--- src/rtl/latch_rd_pkg.sv ---
// Shared types and sizing helpers for the latch window reader.
package latch_rd_pkg;

    // Window tracking states: IDLE waits for en, OPEN follows an active window.
    typedef enum logic {
        LR_IDLE = 1'b0,
        LR_OPEN = 1'b1
    } lr_state_e;

    // Occupancy counter width: must represent 0..DEPTH inclusive.
    function automatic int lvl_width(input int depth);
        return $clog2(depth) + 1;
    endfunction

endpackage

--- src/rtl/latch_rd_fifo.sv ---
// Small synchronous FIFO. Push and pop may coincide at full and at empty.
// Pointers wrap modulo DEPTH; occupancy is a separate counter.
module latch_rd_fifo
    import latch_rd_pkg::*;
#(
    parameter int WIDTH = 4,
    parameter int DEPTH = 2
) (
    input  logic                         clk,
    input  logic                         rst,
    input  logic                         push_i,
    input  logic [WIDTH-1:0]             push_data_i,
    input  logic                         pop_i,
    output logic [WIDTH-1:0]             head_o,
    output logic [lvl_width(DEPTH)-1:0]  level_o,
    output logic                         full_o,
    output logic                         empty_o
);

    localparam int AW    = $clog2(DEPTH);
    localparam int LVL_W = lvl_width(DEPTH);

    logic [WIDTH-1:0] mem_q [DEPTH];
    logic [AW-1:0]    wptr_q, wptr_d;
    logic [AW-1:0]    rptr_q, rptr_d;
    logic [LVL_W-1:0] count_q, count_d;
    logic             pop_fire;
    logic             push_fire;

    assign empty_o = (count_q == '0);
    assign full_o  = (count_q == LVL_W'(DEPTH));

    // A pop on an empty FIFO is ignored; a push into a full FIFO only lands
    // when a pop frees the head slot in the same edge.
    assign pop_fire  = pop_i && !empty_o;
    assign push_fire = push_i && (!full_o || pop_fire);

    // Next pointers and occupancy.
    always_comb begin
        // NOTE: every always_comb output gets a default first so no path leaves it unassigned, which would infer a latch.
        wptr_d  = wptr_q;
        rptr_d  = rptr_q;
        count_d = count_q;
        if (push_fire) begin
            wptr_d = wptr_q + AW'(1);
        end
        if (pop_fire) begin
            rptr_d = rptr_q + AW'(1);
        end
        case ({push_fire, pop_fire})
            2'b10:   count_d = count_q + LVL_W'(1);
            2'b01:   count_d = count_q - LVL_W'(1);
            default: count_d = count_q;
        endcase
    end

    // Pointer and occupancy registers, cleared by synchronous reset.
    always_ff @(posedge clk) begin
        // NOTE: sequential state uses non-blocking assignments so every register samples pre-edge values.
        if (rst) begin
            wptr_q  <= '0;
            rptr_q  <= '0;
            count_q <= '0;
        end else begin
            wptr_q  <= wptr_d;
            rptr_q  <= rptr_d;
            count_q <= count_d;
        end
    end

    // Storage write port.
    always_ff @(posedge clk) begin
        // NOTE: storage has no reset; the head output is masked while empty, so stale contents are never visible.
        if (push_fire) begin
            mem_q[wptr_q] <= push_data_i;
        end
    end

    assign head_o  = empty_o ? '0 : mem_q[rptr_q];
    assign level_o = count_q;

endmodule

--- src/rtl/latch_window_reader.sv ---
// Flop-only consumer of a latch enable window: mirrors the transparent-latch
// value, queues the held value on each window close, and streams it out.
module latch_window_reader
    import latch_rd_pkg::*;
#(
    parameter int WIDTH = 4,
    parameter int DEPTH = 2,
    parameter int CNT_W = 8
) (
    input  logic                         clk,
    input  logic                         rst,
    input  logic                         en,
    input  logic [WIDTH-1:0]             d,
    output logic [WIDTH-1:0]             mirror_q,
    output logic                         out_valid,
    input  logic                         out_ready,
    output logic [WIDTH-1:0]             out_data,
    output logic [lvl_width(DEPTH)-1:0]  out_level,
    output logic [CNT_W-1:0]             drop_cnt,
    output logic                         window_open
);

    localparam int LVL_W = lvl_width(DEPTH);

    lr_state_e        state_q;
    logic             window_open_q;
    logic [WIDTH-1:0] mirror_d;
    logic [CNT_W-1:0] drop_q, drop_d;
    logic             close_evt;
    logic             pop_fire;
    logic             drop_evt;
    logic             fifo_full;
    logic             fifo_empty;
    logic [WIDTH-1:0] fifo_head;
    logic [LVL_W-1:0] fifo_level;

    // The window closes at the edge where en is sampled low while OPEN; the
    // value pushed is the mirror as it stood before that edge.
    assign close_evt = (state_q == LR_OPEN) && !en;
    assign pop_fire  = out_ready && !fifo_empty;
    assign drop_evt  = close_evt && fifo_full && !pop_fire;

    // Window FSM with registered window_open flag.
    always_ff @(posedge clk) begin
        if (rst) begin
            state_q       <= LR_IDLE;
            window_open_q <= 1'b0;
        end else begin
            case (state_q)
                LR_IDLE: begin
                    if (en) begin
                        state_q       <= LR_OPEN;
                        window_open_q <= 1'b1;
                    end
                end
                LR_OPEN: begin
                    if (!en) begin
                        state_q       <= LR_IDLE;
                        window_open_q <= 1'b0;
                    end
                end
                default: begin
                    state_q       <= LR_IDLE;
                    window_open_q <= 1'b0;
                end
            endcase
        end
    end

    // Latch model and saturating drop counter next state.
    always_comb begin
        mirror_d = en ? d : mirror_q;
        drop_d   = drop_q;
        if (drop_evt && (drop_q != {CNT_W{1'b1}})) begin
            drop_d = drop_q + CNT_W'(1);
        end
    end

    // Mirror and drop counter registers.
    always_ff @(posedge clk) begin
        if (rst) begin
            mirror_q <= '0;
            drop_q   <= '0;
        end else begin
            mirror_q <= mirror_d;
            drop_q   <= drop_d;
        end
    end

    latch_rd_fifo #(
        .WIDTH (WIDTH),
        .DEPTH (DEPTH)
    ) u_fifo (
        .clk         (clk),
        .rst         (rst),
        .push_i      (close_evt),
        .push_data_i (mirror_q),
        .pop_i       (out_ready),
        .head_o      (fifo_head),
        .level_o     (fifo_level),
        .full_o      (fifo_full),
        .empty_o     (fifo_empty)
    );

    assign out_valid   = !fifo_empty;
    assign out_data    = fifo_head;
    assign out_level   = fifo_level;
    assign drop_cnt    = drop_q;
    assign window_open = window_open_q;

endmodule

--- config.mk ---
export PLATFORM = sky130hd
export DESIGN_NAME = latch_window_reader
export DESIGN_NICKNAME = d
export VERILOG_FILES = /design/src/rtl/latch_rd_pkg.sv /design/src/rtl/latch_rd_fifo.sv /design/src/rtl/latch_window_reader.sv
export SDC_FILE = /design/constraint.sdc
export NUM_CORES = 1
export LEC_CHECK = 0
export ABC_AREA = 0
export CAP_MARGIN = 25
export CELL_PAD_IN_SITES_DETAIL_PLACEMENT = 0
export CELL_PAD_IN_SITES_GLOBAL_PLACEMENT = 1
export CORE_MARGIN = 4
export CORE_UTILIZATION = 30
export DETAILED_ROUTE_END_ITERATION = 6
export HOLD_SLACK_MARGIN = 0.02
export PLACE_DENSITY = 0.73
export SYNTH_ARGS = -nofsm -noshare
export SYNTH_HDL_FRONTEND = slang
export SYNTH_SLANG_ARGS = --single-unit
--- constraint.sdc ---
create_clock -name clk -period 2 [get_ports clk]
set_input_delay 0.4 -clock clk [delete_from_list [all_inputs] [get_ports clk]]
set_output_delay 0.4 -clock clk [all_outputs]
set_load 0.01 [all_outputs]
==> results of run 1 <==
worst max path at each step:
| stage | start | endpoint | slack [ps] |
|---|---|---|---|
| after global routing | flip-flop | out_data[1] | 80 |
| after floorplan | en | drop_cnt[7]$_SDFFE_PP0P_ | 330 |
| after global placement | en | drop_cnt[4]$_SDFFE_PP0P_ | 70 |
| after CTS | flip-flop | out_data[1] | 90 |
| after detailed placement | en | drop_cnt[7]$_SDFFE_PP0P_ | -50 |
| final | flip-flop | out_data[1] | 200 |
power by group through the flow:
stage / clock [W] / sequential (W) / combinational (W)
after floorplan: 0 / 0.000602 / 0.0000510
after global placement: 0 / 0.000601 / 0.000104
after detailed placement: 0 / 0.000602 / 0.000106
after CTS: 0.000309 / 0.000589 / 0.000106
after global routing: 0.000340 / 0.000592 / 0.000115
final: 0.000305 / 0.000589 / 0.000104
worst reg2reg max path, delay by kind of cell, from the launching register on:
family | cells | cell delay (ps)
flip-flops | 1 | 360
multiplexers | 1 | 320
AND/OR/NAND/NOR | 1 | 310
adder cells (fa/ha/maj) | 1 | 290
AO/OA/AOI/OAI | 1 | 250
logic make-up (layout without fill, tap and decap cells):
group | Yosys count | count (layout) | share of synthesized area, %
simple gates | 44 | 44 | 19.9
mux | 13 | 13 | 11.0
buf+inv | 12 | 43 | 4.62
flops | 27 | 27 | 48.7
xor+xnor | 1 | 1 | 0.688
fa+ha+maj | 3 | 3 | 2.95
compound gates | 20 | 20 | 12.1
area by class of cell:
type / count / area, µm²
Fill cell: 396 / 2390
Sequential cell: 27 / 622
Multi-Input combinational cell: 81 / 597
Timing Repair Buffer: 34 / 323
Tap cell: 50 / 62.6
Clock buffer: 4 / 45.0
Inverter: 5 / 18.8
Yosys cell counts (3+ instances only):
cell type   n
dfxtp_1    19
nor2_1     17
mux2i_1    11
edfxtp_1    8
nand2_1     6
nor2b_1     6
a21oi_1     5
inv_1       5
and3_1      4
a311oi_1    3
clkbuf_1    3
ha_1        3
o21ai_0     3
flip-flops by register name (all words and copies together) (netlist names), named ones only:
signal and flops:
drop_cnt 8, u_fifo.mem_q 8, mirror_q 4, u_fifo.level_o 2, state_q 1, u_fifo.rptr_q 1, u_fifo.wptr_q 1, window_open 1
placed cells by master (no fill, tap or decap), types with 2 or more instances in the layout:
cell | netlist | final
nor2_1 | 17 | 16
a211oi_1 | 2 | 2
nand2_1 | 6 | 6
ha_1 | 3 | 3
clkdlybuf4s50_1 | 0 | 27
o21ai_0 | 3 | 3
and3_1 | 4 | 4
edfxtp_1 | 8 | 8
a41oi_1 | 2 | 2
dfxtp_1 | 19 | 18
nor2b_1 | 6 | 6
inv_1 | 5 | 5
clkbuf_8 | 0 | 3
a21oi_1 | 5 | 5
mux2i_1 | 11 | 11
mux2_4 | 2 | 2
buf_4 | 1 | 7
a311oi_1 | 3 | 3
metal layers:
metal	vias up	track usage (%)	part of all wire (%)
met5	-	0	0
met4	0	2.05	0.60
met3	2	1.93	4.0
li1	487	-	-
met1	460	12.7	44
met2	23	18.7	52
timing repair:
item                       CTS  global route
hold endpoints to repair     0             0
resized for setup            0             2
setup endpoints to repair    0             3
per-stage QoR:
stage | utilization (%) | total power [W] | TNS, ps | instances | hold WS (ps)
after floorplan | - | 0.000653 | 0 | 120 | 467
after global placement | 39.9 | 0.000705 | 0 | 197 | 471
after detailed placement | 39.9 | 0.000708 | -47.4 | 197 | 465
after CTS | 41.0 | 0.00100 | 0 | 201 | 500
after global routing | 41.1 | 0.00105 | 0 | 201 | 521
final | 41.1 | 0.000999 | 0 | 201 | 493
==> results.md, run 1 <==
* Largest net degree at the start of global routing at 15
* Least-Margin Pin Slew at 405 ps
* Clock period minus worst slack at 1800 ps
* Hold Crit Start: mirror_q[0]$_SDFFE_PP0P_
* Max Clk Rate at 555 MHz
* Die Wd at 73.2 µm
* Number of setup buffers added after CTS at 0
* Synth Register Bits at 27
* Worst Skew at 1.26 ps
* Net Sw Frac at 22.0%
* Endpoints failing hold at 0
* CP startpoint kind: flip-flop
* Die Y-Extent at 73.2 µm
* Largest cells by area after synthesis: dfxtp_1 30%, edfxtp_1 19%, mux2i_1 8.6%
* P_sw at 0.000220 W
* Layout cells sized above 1 at 13.9%
* Sequential area share after synthesis at 48.7%
* Placer Congestion at 0.780
* Routed Antenna Nets at 0
* Hold depth at 0
* Final period utilization at 90.0%
* Post-synth EDFFs at 8
* Share of total power in the clock network at 30.5%
* Clock Latency Late Sink at 260 ps
* R2R Path End: drop_cnt[4]$_SDFFE_PP0P_
* # port buffers at 27
* Worst slew margin at 72.9%
* Arr. time, crit path at 1400 ps
* Req. time, crit path at 1600 ps
* Critical Path Fanout Max at 4
* Net count reported at finish at 163
* Leading area contributor after synthesis: dfxtp_1
* Crit-path slowest cell: clkdlybuf4s50_1
* H-tree depth at 1
* Diode count at 0
* Mapped Avg Cell Area at 10.6 µm²
* Pre-antenna DRT Iters at 4
* Area grow syn2layout at 30.9%
* DR WL/cell at 13.2 µm
* Max-Cap Viols at 0
* Mapped Cells at 120
* Clk sinks at 27
* Ys Warns at 0
* Num CTS Buffers at 3
* Hold-fix buffers, CTS at 0
* Initial cell density of the core at 31.4%
* Crit path depth at 3
* Worst Setup End Kind: output pin
* CP max stage delay at 480 ps
* CP Cell Sequence: mux2i_1 > nor2_1 > clkdlybuf4s50_1
* Total GRT Usage at 10.3%
* Global route overflow at 0
* Syn Nets at 131
* R2R setup slack at 380 ps
* I/O Pins at 28
* Placeable Area at 0.00406 mm²
* P_leak at 0.615 nW
* Synth Flop Type: dfxtp_1
* Synth top area share at 29.9%
* CTS tree: yes
* Final worst setup slack at 200 ps
* Unrepaired setup endpoints after global routing: false
* Vias in the first global route at 990
* Drt total wl at 2660 µm
* Internal power at 0.000779 W
* Row count at 23
* Buf/Inv on CP at 1
* HP Class: flip-flop to flip-flop
* Worst reg2reg path depth at 4
* Die Footprint at 0.00535 mm²
* Post-DP Area at 0.00162 mm²
* Comb pwr share at 10.4%
* Yosys cell types at 36
* Peak VDD IR at 0.000253 V
* Initial antenna violation count at 0
* Vias at 972
* Worst-path clk slew at 90 ps
* Async S/R FF share, synth at 0%
* Root buf cell: clkbuf_8
* Vias per cell at 4.84
* Hold EP: u_fifo.mem_q[0][0]$_DFFE_PP_
* Clock buffer depth at 2
* Hpwl dp at 2040 µm
* Setup CP Type: flip-flop to output pin
* Top delay family on crit path: buffers and inverters
* Flop pwr share at 59.0%
* Max-slew violation count at 0
* First-pass GRT wire length at 4490 µm
* DRC errors left at 0
* Cell Pwr Density at 599 mW/mm²
* Setup violators final at 0
* Pre-CTS WS at -47.4 ps
* Final instance area at 0.00167 mm²
* Status: finished clean
* Critical R2R Launch: drop_cnt[0]$_SDFFE_PP0P_
* Mapped cell area at 0.00127 mm²
* Iter 0 DRT Violations at 54
Power figures use the tool's default switching activity.
==> run 2: changes to the inputs <==
Settings changed: PLACE_DENSITY 0.73 to 0.64.
==> run 2 against run 1 <==
Cell count decreased by 0.50%. Largest power group unchanged. Total power up 0.44%. Highest routed layer unchanged. Sequential share of layout area up 0.23 points. Sequential power about the same. Core utilization shrank 0.25 points.
==> results.md, run 2 (same netlist as run 1, synthesis figures left out) <==
* Status: finished clean (unchanged)
* Post-CTS resize count at 0 (unchanged)
* Commonest non-fill, non-tap cell in the layout: clkdlybuf4s50_1 (unchanged)
* Root buf cell: clkbuf_8 (unchanged)
* Iter 0 DRT Violations at 30 (was 54)
* Max Clk Rate at 541 MHz (was 555 MHz)
* Inst Count DP at 196 (was 197)
* Number of setup buffers added after CTS at 0 (unchanged)
* Worst-path clk slew at 100 ps (was 90 ps)
* Hold Crit Start: drop_cnt[1]$_SDFFE_PP0P_ (was mirror_q[0]$_SDFFE_PP0P_)
* Layout cells sized above 1 at 12.7% (was 13.9%)
* # port buffers at 27 (unchanged)
* Most frequent cells in the layout: 27 x clkdlybuf4s50_1, 18 x dfxtp_1, 17 x nor2_1 (was 27 x clkdlybuf4s50_1, 18 x dfxtp_1, 16 x nor2_1)
* Vias in the first global route at 976 (was 990)
* HP Class: flip-flop to flip-flop (unchanged)
* Setup CP Type: flip-flop to output pin (unchanged)
* Die Wd at 73.2 µm (unchanged)
* Max-slew violation count at 0 (unchanged)
* Vias at 974 (was 972)
* Post-DP Area at 0.00161 mm² (was 0.00162 mm²)
* Pre-antenna DRT Iters at 4 (unchanged)
* Diode count at 0 (unchanged)
* Routed Antenna Nets at 0 (unchanged)
* Non-filler cells, final at 200 (was 201)
* Drt total wl at 2770 µm (was 2660 µm)
* Net count reported at finish at 162 (was 163)
* Total GRT Usage at 11.5% (was 10.3%)
* Critical Path Fanout Max at 5 (was 4)
* Worst Skew at 9.00 ps (was 1.26 ps)
* Clock buffer depth at 2 (unchanged)
* DR WL/cell at 13.8 µm (was 13.2 µm)
* First-pass GRT wire length at 4890 µm (was 4490 µm)
* # fillers at 390 (was 396)
* CTS tree: yes (unchanged)
* Critical R2R Launch: drop_cnt[0]$_SDFFE_PP0P_ (unchanged)
* Hold EP: drop_cnt[1]$_SDFFE_PP0P_ (was u_fifo.mem_q[0][0]$_DFFE_PP_)
* Final instance area at 0.00166 mm² (was 0.00167 mm²)
* Clk sinks at 27 (unchanged)
* Cell Pwr Density at 605 mW/mm² (was 599 mW/mm²)
* R2R Path End: drop_cnt[4]$_SDFFE_PP0P_ (unchanged)
* Die Y-Extent at 73.2 µm (unchanged)
* Initial cell density of the core at 31.4% (unchanged)
* Arr. time, crit path at 1450 ps (was 1400 ps)
* Area grow syn2layout at 30.2% (was 30.9%)
* CP startpoint kind: flip-flop (unchanged)
* P_leak at 0.610 nW (was 0.615 nW)
* H-tree depth at 1 (unchanged)
* Unrepaired setup endpoints after global routing: false (unchanged)
* Global route overflow at 0 (unchanged)
* Hpwl dp at 2050 µm (was 2040 µm)
* Initial antenna violation count at 0 (unchanged)
* Clock Latency Late Sink at 270 ps (was 260 ps)
* Least-Margin Pin Slew at 566 ps (was 405 ps)
* Setup violators final at 0 (unchanged)
* Num CTS Buffers at 3 (unchanged)
* DRC errors left at 0 (unchanged)
* Hold-fix buffers, CTS at 0 (unchanged)
* Worst Setup End Kind: output pin (unchanged)
* I/O Pins at 28 (unchanged)
* Placeable Area at 0.00406 mm² (unchanged)
* Pre-CTS WS at -24.5 ps (was -47.4 ps)
* Worst slew margin at 62.2% (was 72.9%)
* Worst reg2reg path depth at 4 (unchanged)
* Placer Congestion at 0.751 (was 0.780)
* Hold depth at 2 (was 0)
* Endpoints failing hold at 0 (unchanged)
* R2R setup slack at 360 ps (was 380 ps)
* Clock period minus worst slack at 1850 ps (was 1800 ps)
* Setup TNS at 0 ps (unchanged)
* Req. time, crit path at 1600 ps (about the same)
* Final worst setup slack at 153 ps (was 200 ps)
* Final period utilization at 92.4% (was 90.0%)
* Row count at 23 (unchanged)
* Vias per cell at 4.87 (was 4.84)
* Die Footprint at 0.00535 mm² (unchanged)
* Final core area utilization at 40.9% (was 41.1%)
* Peak VDD IR at 0.000380 V (was 0.000253 V)
* Max-Cap Viols at 0 (unchanged)
* Largest net degree at the start of global routing at 15 (unchanged)
-- run 2: worst max path at each step --
stage / start / end / cells past startpoint
2_1_floorplan: en / drop_cnt[7]$_SDFFE_PP0P_ / 6
3_3_place_gp: out_ready / u_fifo.mem_q[1][1]$_DFFE_PP_ / 3
3_5_place_dp: en / drop_cnt[6]$_SDFFE_PP0P_ / 6
4_1_cts: flip-flop / out_data[0] / 3
5_1_grt: u_fifo.level_o[1]$_SDFFE_PP0P_ / out_data[2] / 3
6_report: u_fifo.level_o[1]$_SDFFE_PP0P_ / out_data[3] / 3
-- run 2: per-stage QoR --
stage	total power, W	hold WS [ps]
final	0.00100	508
after global routing	0.00106	534
after CTS	0.00102	507
after detailed placement	0.000706	480
after global placement	0.000705	470
after floorplan	0.000653	467
-- run 2: area by class of cell --
cell class | instances | area, µm² | area share (%)
well taps | 50 | 62.6 | 3.77
flip-flops and latches | 27 | 622 | 37.5
multi-input cells | 81 | 594 | 35.8
inverters | 5 | 18.8 | 1.13
clock buffers | 4 | 45.0 | 2.72
repair buffers | 33 | 315 | 19.0
-- run 2: power breakdown --
part	total [W]	switching, W	leakage (nW)	internal [W]
combinational	0.000103	0.0000457	0.360	0.0000570
clock	0.000311	0.000168	0.0228	0.000143
sequential	0.000589	0.0000109	0.227	0.000579
total	0.00100	0.000225	0.610	0.000778
-- run 2: metal layers --
layer | up-vias | share of wire (%) | global-route usage (%) | wire length [µm]
li1 | 490 | - | - | -
met1 | 460 | 49 | 16.2 | 1360
met2 | 20 | 46 | 17.2 | 1280
met3 | 4 | 3.8 | 3.58 | 105
met4 | 0 | 0.65 | 2.66 | 18
met5 | - | 0 | 0 | 0
-- run 2: worst max-delay path: stages, from the launching register on --
cell and delay (ps):
dfxtp_1 320, nor2_1 290, nor2_1 90, clkdlybuf4s50_1 490
